File: src/rtl/riscv_pkg.sv
// Shared store-width encodings and store FSM state type.
package riscv_pkg;

    localparam logic [2:0] FUNCT3_B = 3'b000;
    localparam logic [2:0] FUNCT3_H = 3'b001;
    localparam logic [2:0] FUNCT3_W = 3'b010;

    typedef enum logic [1:0] {
        IDLE   = 2'd0,
        FIRST  = 2'd1,
        SECOND = 2'd2
    } store_state_t;

    // Unshifted byte-enable pattern for a store width; zero for unsupported widths.
    function automatic logic [3:0] size_mask(input logic [2:0] funct3);
        case (funct3)
            FUNCT3_B: size_mask = 4'b0001;
            FUNCT3_H: size_mask = 4'b0011;
            FUNCT3_W: size_mask = 4'b1111;
            default:  size_mask = 4'b0000;
        endcase
    endfunction

endpackage

File: src/rtl/store_align.sv
// Lane alignment for stores: size-masks the data, then shifts data and byte mask
// across a 64-bit (two-word) window according to the byte offset.
module store_align
    import riscv_pkg::*;
(
    input  logic [1:0]  addr,
    input  logic [31:0] wdata,
    input  logic [2:0]  funct3,
    output logic [63:0] shifted,
    output logic [7:0]  mask,
    output logic        legal
);

    logic [31:0] data_d;
    logic [3:0]  base_d;

    always_comb begin
        base_d = size_mask(funct3);
        legal  = (base_d != 4'b0000);
        data_d = '0;
        case (funct3)
            FUNCT3_B: data_d = {24'b0, wdata[7:0]};
            FUNCT3_H: data_d = {16'b0, wdata[15:0]};
            FUNCT3_W: data_d = wdata;
            default:  data_d = '0;
        endcase
        shifted = {32'b0, data_d} << {addr, 3'b000};
        mask    = {4'b0, base_d} << addr;
    end

endmodule

File: src/rtl/store_unit.sv
// Store unit: accepts one store at a time and issues one or two word-aligned
// write beats depending on whether the access straddles a word boundary.
module store_unit
    import riscv_pkg::*;
(
    input  logic        clk,
    input  logic        rst,
    input  logic        req_valid,
    output logic        req_ready,
    input  logic [31:0] req_addr,
    input  logic [31:0] req_wdata,
    input  logic [2:0]  req_funct3,
    output logic        mem_valid,
    input  logic        mem_ready,
    output logic [31:0] mem_addr,
    output logic [31:0] mem_wdata,
    output logic [3:0]  mem_be,
    output logic        done,
    output logic        illegal
);

    store_state_t state_q;
    logic         mem_valid_q;
    logic [31:0]  mem_addr_q;
    logic [31:0]  mem_wdata_q;
    logic [3:0]   mem_be_q;
    logic [31:0]  hi_wdata_q;
    logic [3:0]   hi_be_q;
    logic         done_q;
    logic         illegal_q;

    logic [63:0]  shifted_d;
    logic [7:0]   mask_d;
    logic         legal_d;
    logic [31:0]  beat2_addr_d;

    store_align u_align (
        .addr    (req_addr[1:0]),
        .wdata   (req_wdata),
        .funct3  (req_funct3),
        .shifted (shifted_d),
        .mask    (mask_d),
        .legal   (legal_d)
    );

    // Beat 1 address is already word-aligned, so +4 wraps modulo 2^32 for free.
    assign beat2_addr_d = mem_addr_q + 32'd4;

    // The request is captured already aligned: beat 1 goes straight to the bus
    // registers and beat 2 is parked in hi_*_q, so req_* is never looked at again.
    always_ff @(posedge clk) begin
        if (rst) begin
            state_q     <= IDLE;
            mem_valid_q <= 1'b0;
            mem_addr_q  <= '0;
            mem_wdata_q <= '0;
            mem_be_q    <= '0;
            hi_wdata_q  <= '0;
            hi_be_q     <= '0;
            done_q      <= 1'b0;
            illegal_q   <= 1'b0;
        end else begin
            done_q    <= 1'b0;
            illegal_q <= 1'b0;
            case (state_q)
                IDLE: begin
                    if (req_valid) begin
                        if (legal_d) begin
                            state_q     <= FIRST;
                            mem_valid_q <= 1'b1;
                            mem_addr_q  <= {req_addr[31:2], 2'b00};
                            mem_be_q    <= mask_d[3:0];
                            mem_wdata_q <= shifted_d[31:0];
                            hi_be_q     <= mask_d[7:4];
                            hi_wdata_q  <= shifted_d[63:32];
                        end else begin
                            illegal_q <= 1'b1;
                        end
                    end
                end
                FIRST: begin
                    if (mem_ready) begin
                        if (hi_be_q != 4'b0000) begin
                            state_q     <= SECOND;
                            mem_addr_q  <= beat2_addr_d;
                            mem_be_q    <= hi_be_q;
                            mem_wdata_q <= hi_wdata_q;
                        end else begin
                            state_q     <= IDLE;
                            mem_valid_q <= 1'b0;
                            mem_addr_q  <= '0;
                            mem_be_q    <= '0;
                            mem_wdata_q <= '0;
                            done_q      <= 1'b1;
                        end
                    end
                end
                SECOND: begin
                    if (mem_ready) begin
                        state_q     <= IDLE;
                        mem_valid_q <= 1'b0;
                        mem_addr_q  <= '0;
                        mem_be_q    <= '0;
                        mem_wdata_q <= '0;
                        done_q      <= 1'b1;
                    end
                end
                default: state_q <= IDLE;
            endcase
        end
    end

    assign req_ready = (state_q == IDLE);
    assign mem_valid = mem_valid_q;
    assign mem_addr  = mem_addr_q;
    assign mem_wdata = mem_wdata_q;
    assign mem_be    = mem_be_q;
    assign done      = done_q;
    assign illegal   = illegal_q;

endmodule

File: config.mk
export PLATFORM = sky130hd
export DESIGN_NAME = store_unit
export DESIGN_NICKNAME = d
export VERILOG_FILES = /design/src/rtl/riscv_pkg.sv /design/src/rtl/store_align.sv /design/src/rtl/store_unit.sv
export SDC_FILE = /design/constraint.sdc
export NUM_CORES = 1
export LEC_CHECK = 0
export ABC_AREA = 1
export BUFFER_PORTS_ARGS = -buffer_cell sky130_fd_sc_hd__buf_2
export CELL_PAD_IN_SITES_DETAIL_PLACEMENT = 1
export CELL_PAD_IN_SITES_GLOBAL_PLACEMENT = 2
export CORE_UTILIZATION = 25
export CTS_CLUSTER_DIAMETER = 80
export DETAILED_ROUTE_END_ITERATION = 10
export GPL_TIMING_DRIVEN = 0
export PLACE_DENSITY_LB_ADDON = 0.12
export SKIP_CTS_REPAIR_TIMING = 1
export SKIP_LAST_GASP = 1
export SLEW_MARGIN = 20
export SYNTH_ARGS = -nofsm -noshare
export SYNTH_HDL_FRONTEND = slang
export SYNTH_SLANG_ARGS = --single-unit
File: constraint.sdc
create_clock -name clk -period 2 [get_ports clk]
set_clock_uncertainty 0.15 [all_clocks]
set_input_delay 0.3 -clock clk [delete_from_list [all_inputs] [get_ports clk]]
set_output_delay 0.3 -clock clk [all_outputs]
set_load 0.01 [all_outputs]
Yosys cells after proc, flatten, opt, wreduce, memory -nomap -nowiden
Index checks and enable logic that the tools add are counted.

Bits in registers: 109. Output and inout port bits: 72. Logic and storage cells: 69.

Equal/unequal tests: 9. Reduce and logical (&&, ||, !) cells: 10. Add/subtract/negate cells: 1. Bitwise operators: 2. Shifts and indexed selects: 2. Muxes and demuxes: 36.

Operators with widths (number): two-way mux 32 bit (9); one-hot mux 32 bit (3 select lines) (3); left shift 32 x 5 -> 64 bit (1); adder 32 x 3 -> 32 bit (second input constant) (1); one-hot mux 4 bit (3 select lines) (2); two-way mux 4 bit (5); two-way mux 2 bit (5); two-way mux 1 bit (9); inequality test 2 bit (second input constant) (4); nonzero test 4 bit (2); left shift 4 x 2 -> 8 bit (1); one-hot mux 2 bit (3 select lines) (1); AND reduction 6 bit (1); AND reduction 5 bit (1); AND reduction 4 bit (1); == test 3 x 1 -> 1 bit (second input constant) (1); == test 3 x 2 -> 1 bit (second input constant) (1); zero test 3 bit (1); one-hot mux 1 bit (3 select lines) (1); AND reduction 3 bit (1); nonzero test 3 bit (1); OR reduction 3 bit (1); == test 2 x 1 -> 1 bit (second input constant) (1); == test 2 bit (second input constant) (1); 4 further kinds (5).

Longest topological paths before layout
Gate-level depths: netlist of run 1.

Depth after elaboration: 6. Depth in mapped cells: 12.

Cells and area by module
A second synthesis of run 1 with hierarchy kept.

Cell total of the unflattened synthesis: 1004. Area total of the unflattened synthesis: 6421.2 um^2.

By module, submodules not included: store_unit (seq. area each 2142.1 um^2, area an instance 5300.1 um^2, cells an instance 756, instances 1); store_align (seq. area each 0.0 um^2, area an instance 1121.1 um^2, cells an instance 248, instances 1).

Least setup slack after synthesis of run 1
OpenSTA, ideal clock, no wires.

Path type: flip-flop to flip-flop. From: reg state_q[0]. To: reg mem_wdata_q[29] (netlist: mem_wdata[29]). Slack: 0.145 ns. Clock period less this slack: 1.855 ns. Stages on the path, launching flop included: 11. Arrival time: 1.649 ns. Cells stage by stage: dfxtp_1 -> inv_1 -> ha_1 -> inv_2 -> nand2_1 -> inv_2 -> clkbuf_1 -> nand3_1 -> nand3_1 -> nand2_1 -> inv_1.

Word-level cells in the longest chain between the ends: 3. Elaborated cells on any way between the ends: 10.

RTL lines: start: declaration (RTL line store_unit.sv:22) `store_state_t state_q;`; start signal: assignment (RTL line store_unit.sv:53) `state_q <= IDLE;`; start signal: assignment (RTL line store_unit.sv:69) `state_q <= FIRST;`; start signal: assignment (RTL line store_unit.sv:84) `state_q <= SECOND;`; == test 2 x 1 -> 1 bit (tied with other cells) (RTL line store_unit.sv:65) `case (state_q)`; inequality test 2 bit (no source line) (tied with other cells); AND reduction 5 bit (no source line); end signal: assignment (RTL line store_unit.sv:73) `mem_wdata_q <= shifted_d[31:0];`; end signal: assignment (RTL line store_unit.sv:87) `mem_wdata_q <= hi_wdata_q;`; end: declaration (RTL line store_unit.sv:25) `logic [31:0] mem_wdata_q;`.

Parallel ways exist; a longest one is shown, timed or not. A chain may end at the register's enable or synchronous reset.

Worst setup path after layout of run 1
From: reg state_q[0]. To: reg mem_wdata_q[28] (netlist: mem_wdata[28]).

The elaborated chain is that of the path after synthesis.

==> results by group, run 1 <==
Run status
  – Status: complete, no violations

Drt
  – ANT nets after route: 0
  – Drt initial violations: 215
  – Wirelength per Cell: approximately 19 um
  – Drt total wl: between 20000 and 30000 um
  – DRC Markers: 0
  – Total number of vias: between 6000 and 7000
  – 1st-pass router iterations: 5
  – Vias per std cell: 4.75

Floorplanning
  – Io pins: about 140
  – Die H: 154 um
  – Starting Density: between 20% and 30%
  – Die W: about 150 um
  – Die area: approximately 24000 um2
  – CORE AREA: ~23000 um2
  – Cell Rows: 55

STA
  – Rel. slew slack: a little over half
  – Max Slew Vio Count: 0
  – Final setup fails: 0
  – Worst slew pin tran: 0.689 ns
  – Setup TNS: 0 ns
  – Period utilization: 97.5%
  – Final min period: ~1.9 ns
  – Fin. Hold Viols: 0
  – RSZ-0062 raised after global routing: yes
  – Highest Clock Rate: between 0.5 and 0.6 GHz
  – Hold slack: 0.0453 ns

Hold path
  – Min-delay src: req_wdata[29]
  – Worst hold endpoint: hi_wdata_q[21]
  – Hold Path Class: in -> reg
  – Hold Path Cell Cnt: 3

Layout
  – Fill count: 2940
  – Final design utilization: 33.3%
  – Syn-to-layout area delta: 30.9%
  – Layout Nets: ~1200
  – ANT cells: 0
  – Layout cells sized above 1: 22.2%
  – Design Area, Final: 7540 um2

Pwr
  – Power per standard cell area: 926 nW/um2
  – Leak pwr: between 3 and 4 nW
  – Internal Pwr Total: ~4.4 mW
  – Peak supply drop: ~0.37 mV
  – Clock Power Share: between 20% and 30%
  – Total Power: roughly 7 mW
  – Switch Pwr: about 2.6 mW
  – Combinational Power Share: between 30 and 40%
  – Switching Share: a little under two fifths
  – Flop pwr share: between 30 and 40%

Clocking
  – Clk Latency, worst-skew pair: 0.36 ns
  – # clock sinks: 98
  – H-tree depth: 3
  – Num CTS Buffers: 9
  – Longest Clk Path Bufs: 2
  – Clock Tree Root: clkbuf_16
  – CTS tree: yes
  – Reg clk slew, reported paths: 0.08 ns

Synth
  – Top-count cell post-synth: nand2_1
  – Asr flop ratio synth: 0%
  – Number of synthesized flops with an enable pin: 0
  – Mapped Area: 5760 um2
  – Mapped Avg Cell Area: a little over 6 um2
  – Synth top area share: between 30 and 40%
  – Cells after synthesis: between 900 and 1000
  – Yosys cell types: 37
  – Leading area contributor after synthesis: dfxtp_1
  – Most instantiated cells after synthesis: 294 x nand2_1, 99 x a21oi_1, 98 x dfxtp_1, 98 x nor2_1
  – #FFs+latches synth: 98
  – Synth top area cells: dfxtp_1 34%, nand2_1 19%, a21oi_1 8.6%, nand3_1 6.9%, o21ai_0 6.5%
  – Register area share after synthesis: between 30% and 40%
  – Synth warn: 0
  – Most used DFF post-synth: dfxtp_1

Setup path
  – WS Path Type: reg -> reg
  – Max FO, Critical Path: 8
  – Most used cell, CP: nand3_1
  – Worst R2R Path Depth: 12
  – Critical-path top delay cell: dfxtp_4
  – WP buf/inv: 5
  – Family with the most delay on the worst path: simple AND/OR/NAND/NOR gates
  – Worst R2R End: mem_wdata[28]
  – R2r startpoint: state_q[0]
  – Critical path arrival: a little over 2 ns
  – Crit-path max cell delay: around 0.36 ns
  – CP Cell Sequence: buf_4 -> ha_4 -> inv_2 -> nand2_2 -> nand2_4 -> nand2_8 -> nor2_8 -> buf_12 -> buf_8 -> nand3_1 -> nand3_1 -> inv_1
  – Reg2Reg Setup Slack: around 0.05 ns
  – CP required: around 2.1 ns
  – CP startpoint kind: flop
  – CP endpoint kind: flop

Global routing
  – Global-route wire length before repair: between 30000 and 40000 um
  – Overflow after GRT: 0
  – Initial antenna violation count: 0
  – Largest net degree at the start of global routing: 16
  – Global Route Usage Sum: between 20 and 25%
  – Vias in the first global route: approximately 6600

Flow run
  – Max-cap violations: 0

Placement
  – I/O Buffers: about 140
  – Placed Instance Area: roughly 6800 um2
  – Dpl hpwl: approximately 20000 um
  – Final GP Congestion: 0.856
flip-flops by register name, indices dropped and copies added, names as in the netlist:
signal      cells
illegal         1
mem_valid       1
mem_addr       30
mem_wdata      32
mem_be          4
hi_wdata_q     24
hi_be_q         3
state_q         2
done            1
how the worst max path moves through the flow:
stage | slack (ns) | to | from | cells after the start
after floorplan | 0.15 | mem_wdata[29] | state_q[0] | 10
after global placement | -0.44 | mem_wdata[19] | state_q[1] | 9
after detailed placement | -0.45 | mem_wdata[20] | state_q[0] | 9
after CTS | -0.46 | mem_wdata[20] | state_q[0] | 9
after global routing | -0.03 | mem_wdata[3] | state_q[1] | 9
final | 0.05 | mem_wdata[28] | state_q[0] | 12
metrics by stage:
step	std cells	setup slack, ns
CTS	1379	-0.459
global route	1392	-0.0328
finish	1392	0.0501
floorplan	940	0.145
detailed placement	1364	-0.450
global placement	1364	-0.440
area by class of cell:
type                       instances  area, um2  area share, %
buffer                            48        309           4.10
clock buffer                      10        229           3.04
clock inverter                     5        104           1.38
inverter                          85        319           4.23
multi-input combinational        709       3380           44.8
sequential                        98       1970           26.1
tap                              285        357           4.73
timing repair buffer             152        875           11.6
worst min-delay path, stage by stage:
cell     delay (ns)
buf_2          0.09
a22oi_1        0.06
nor2_1         0.08
cells by family (layout without fill, tap and decap cells):
kind of cell / after synthesis / in the layout / synth area share, %
AOI/OAI and AO/OA: 201 / 201 / 18.5
xor gates and xnor gates: 1 / 1 / 0.152
adders and majority gates: 5 / 5 / 1.09
buffers and inverters: 133 / 300 / 9.87
DFF: 98 / 98 / 34.1
other: 1 / 2 / 0.0651
and+or+nand+nor: 500 / 500 / 36.2
power groups by stage:
stage / Combinational, mW / Clock [mW] / Sequential [mW]
finish: 2.37 / 2.06 / 2.55
floorplan: 1.12 / 0 / 2.61
global placement: 2.08 / 0 / 2.59
global route: 2.60 / 2.19 / 2.59
CTS: 2.10 / 2.12 / 2.54
detailed placement: 2.09 / 0 / 2.59
placed cells by master, fill, tap and decap left out, types with 5 or more instances in the layout:
cell type    n
a22oi_1      8
inv_2       11
nand2_2      5
a21oi_1     97
o21a_1      11
nor2_1      93
nor2_4       5
o21ai_0     75
buf_2      152
clkbuf_2     6
nand4_1      6
clkbuf_16   12
clkbuf_1    17
nand3_2      5
nand2_1    289
nand3_1     74
dfxtp_1     93
buf_12       5
inv_1       73
buf_4       13
layer usage:
| layer | GRT usage [%] | routed length (um) |
|---|---|---|
| met1 | 28.0 | 12100 |
| met2 | 39.5 | 12900 |
| met3 | 2.96 | 801 |
| met4 | 4.95 | 442 |
| met5 | 0 | 0 |
No activity file was read; power rests on OpenSTA's default activity.
==> run 2: changes to the inputs <==
--- a/config.mk
+++ b/config.mk
@@ -14,6 +14,7 @@
 export DETAILED_ROUTE_END_ITERATION = 10
 export GPL_TIMING_DRIVEN = 0
 export PLACE_DENSITY_LB_ADDON = 0.12
+export REMOVE_ABC_BUFFERS = 1
 export SKIP_CTS_REPAIR_TIMING = 1
 export SKIP_LAST_GASP = 1
 export SLEW_MARGIN = 20
==> run 2 against run 1 <==
Effect of this change: core utilization rose by 0.70 points; register-to-register slack improved by 0.02 ns; combinational power rose by 8.9%; sequential share of layout area fell by 0.55 points; critical endpoint is now mem_wdata[31]; clock power rose by 2%; sequential power barely moved.
==> results by group, run 2 (synthesized netlist as in run 1, its figures left out) <==
STA
  – Rel. slew slack: 54.1% (about the same)
  – Final setup fails: 0 (unchanged)
  – Period utilization: 96.5% (was 97.5%)
  – Setup ws final: 0.0706 ns (was 0.0501 ns)
  – Fin. Hold Viols: 0 (unchanged)
  – Worst slew pin tran: 0.689 ns (about the same)
  – RSZ-0062 raised after global routing: yes (unchanged)
  – Max Slew Vio Count: 0 (unchanged)
  – Highest Clock Rate: 0.518 GHz (was 0.513 GHz)
  – Final min period: 1.93 ns (was 1.95 ns)

Layout
  – Max FFs per register: 32 (unchanged)
  – Final design utilization: 34.0% (was 33.3%)
  – Layout cells sized above 1: 22.0% (was 22.2%)
  – Syn-to-layout area delta: 33.7% (was 30.9%)
  – Final instance count without filler cells: 1373 (was 1392)
  – Layout Nets: 1159 (was 1179)
  – Most frequent cells in the layout: 289 x nand2_1, 139 x buf_2, 99 x a21oi_1 (was 289 x nand2_1, 152 x buf_2, 97 x a21oi_1)
  – Design Area, Final: 7700 um2 (was 7540 um2)
  – Most common cell after layout, fill and taps aside: nand2_1 (unchanged)

Placement
  – I/O Buffers: 140 (was 139)
  – Final GP Congestion: 0.829 (was 0.856)
  – Place WS: -1.64 ns (was -0.450 ns)
  – Placed Instance Area: 6610 um2 (was 6810 um2)
  – Dpl hpwl: 15400 um (was 20300 um)
  – Placed Cells incl. Taps: 1318 (was 1364)

Global routing
  – Global-route wire length before repair: 36600 um (was 39000 um)
  – Largest net degree at the start of global routing: 60 (was 16)
  – Vias in the first global route: 6633 (was 6630)
  – Overflow after GRT: 0 (unchanged)
  – Initial antenna violation count: 1 (was 0)
  – Global Route Usage Sum: 20.0% (was 22.1%)

Pwr
  – Switching Share: 38.2% (was 37.3%)
  – Combinational Power Share: 35.8% (was 34.0%)
  – Power per standard cell area: 938 nW/um2 (was 926 nW/um2)
  – Clock Power Share: 29.1% (was 29.5%)
  – Internal Pwr Total: 4.46 mW (was 4.38 mW)
  – Switch Pwr: 2.75 mW (was 2.60 mW)
  – Leak pwr: 3.40 nW (was 3.43 nW)
  – Peak supply drop: 0.366 mV (was 0.369 mV)
  – Flop pwr share: 35.1% (was 36.5%)

Setup path
  – Crit-path max cell delay: 0.39 ns (was 0.36 ns)
  – WP buf/inv: 5 (unchanged)
  – Critical path arrival: 2.03 ns (was 2.06 ns)
  – WS Path Type: reg -> reg (unchanged)
  – CP required: 2.10 ns (was 2.11 ns)
  – CP Cell Sequence: inv_2 -> ha_2 -> inv_2 -> nand2_4 -> nand2_8 -> nand2_8 -> nor2_8 -> buf_12 -> buf_16 -> nand3_1 -> nand2_1 -> inv_1 (was buf_4 -> ha_4 -> inv_2 -> nand2_2 -> nand2_4 -> nand2_8 -> nor2_8 -> buf_12 -> buf_8 -> nand3_1 -> nand3_1 -> inv_1)
  – CP startpoint kind: flop (unchanged)
  – Max FO, Critical Path: 7 (was 8)
  – CP endpoint kind: flop (unchanged)
  – Critical-path top delay cell: dfxtp_4 (unchanged)
  – Family with the most delay on the worst path: simple AND/OR/NAND/NOR gates (unchanged)

Floorplanning
  – Cell Rows: 55 (unchanged)
  – Die area: 23600 um2 (unchanged)
  – Starting Density: 25.4% (unchanged)
  – Die W: 154 um (unchanged)
  – Io pins: 143 (unchanged)
  – Die H: 154 um (unchanged)
  – CORE AREA: 22600 um2 (unchanged)

Hold path
  – Hold Path Class: in -> reg (unchanged)

Drt
  – ANT nets after route: 0 (unchanged)
  – Drt total wl: 26300 um (about the same)
  – Wirelength per Cell: 19.2 um (was 18.9 um)
  – 1st-pass router iterations: 4 (was 5)
  – DRC Markers: 0 (unchanged)
  – Vias per std cell: 4.86 (was 4.75)
  – Total number of vias: 6669 (was 6614)
  – Drt initial violations: 296 (was 215)

Clocking
  – Num CTS Buffers: 9 (unchanged)
  – Reg clk slew, reported paths: 0.08 ns (about the same)
  – H-tree depth: 3 (unchanged)
  – Clk Latency, worst-skew pair: 0.36 ns (about the same)
  – CTS tree: yes (unchanged)
  – # clock sinks: 98 (unchanged)
  – Longest Clk Path Bufs: 2 (unchanged)
  – Clock Tree Root: clkbuf_16 (unchanged)

Run status
  – Status: complete, no violations (unchanged)

Flow run
  – Max-cap violations: 0 (unchanged)
[run 2: tightest hold or removal path, stage by stage]
cell and delay, ns:
buf_2 0.10, nand2_1 0.05, a21oi_1 0.05
[run 2: worst paths after layout]
kind,startpoint,endpoint,slack [ns],cells past startpoint
min reg2reg,mem_wdata[0],mem_wdata[0],0.32,2
min,req_addr[5],mem_addr[5],0.03,3
max,state_q[0],mem_wdata[31],0.07,12
max reg2reg,state_q[0],mem_wdata[31],0.07,12
[run 2: per-stage QoR]
step,hold WS (ns),power (mW),setup TNS (ns)
4_1_cts,0.0267,6.60,-78.92
6_report,0.0306,7.22,0
5_1_grt,0.0568,7.64,-0.103
3_3_place_gp,0.304,4.44,-124.94
3_5_place_dp,0.306,4.49,-95.74
2_1_floorplan,0.219,3.57,-2.22
[run 2: metal layers]
layer | GRT usage [%] | up-vias | part of all wire, %
li1 | - | 3324 | -
met1 | 24.1 | 3203 | 45
met2 | 37.1 | 115 | 50
met3 | 2.25 | 25 | 2.9
met4 | 5.62 | 2 | 1.8
met5 | 0 | - | 0.061
[run 2: final cells by class]
class                   instances  area [um2]
multi-input cells             715        3480
fillers                      2925       14900
inverters                      85         388
clock inverters                 6         114
clock buffers                   9         225
well taps                     285         357
repair buffers                173        1150
flip-flops and latches         98        1970
diodes                          1        2.50
repair inverters                1        8.76
[run 2: power groups by stage]
stage	logic (mW)	clock network [mW]	registers, mW
after global placement	1.86	0	2.58
final	2.58	2.10	2.53
after floorplan	0.966	0	2.61
after CTS	1.92	2.15	2.53
after global routing	2.83	2.22	2.58
after detailed placement	1.91	0	2.58
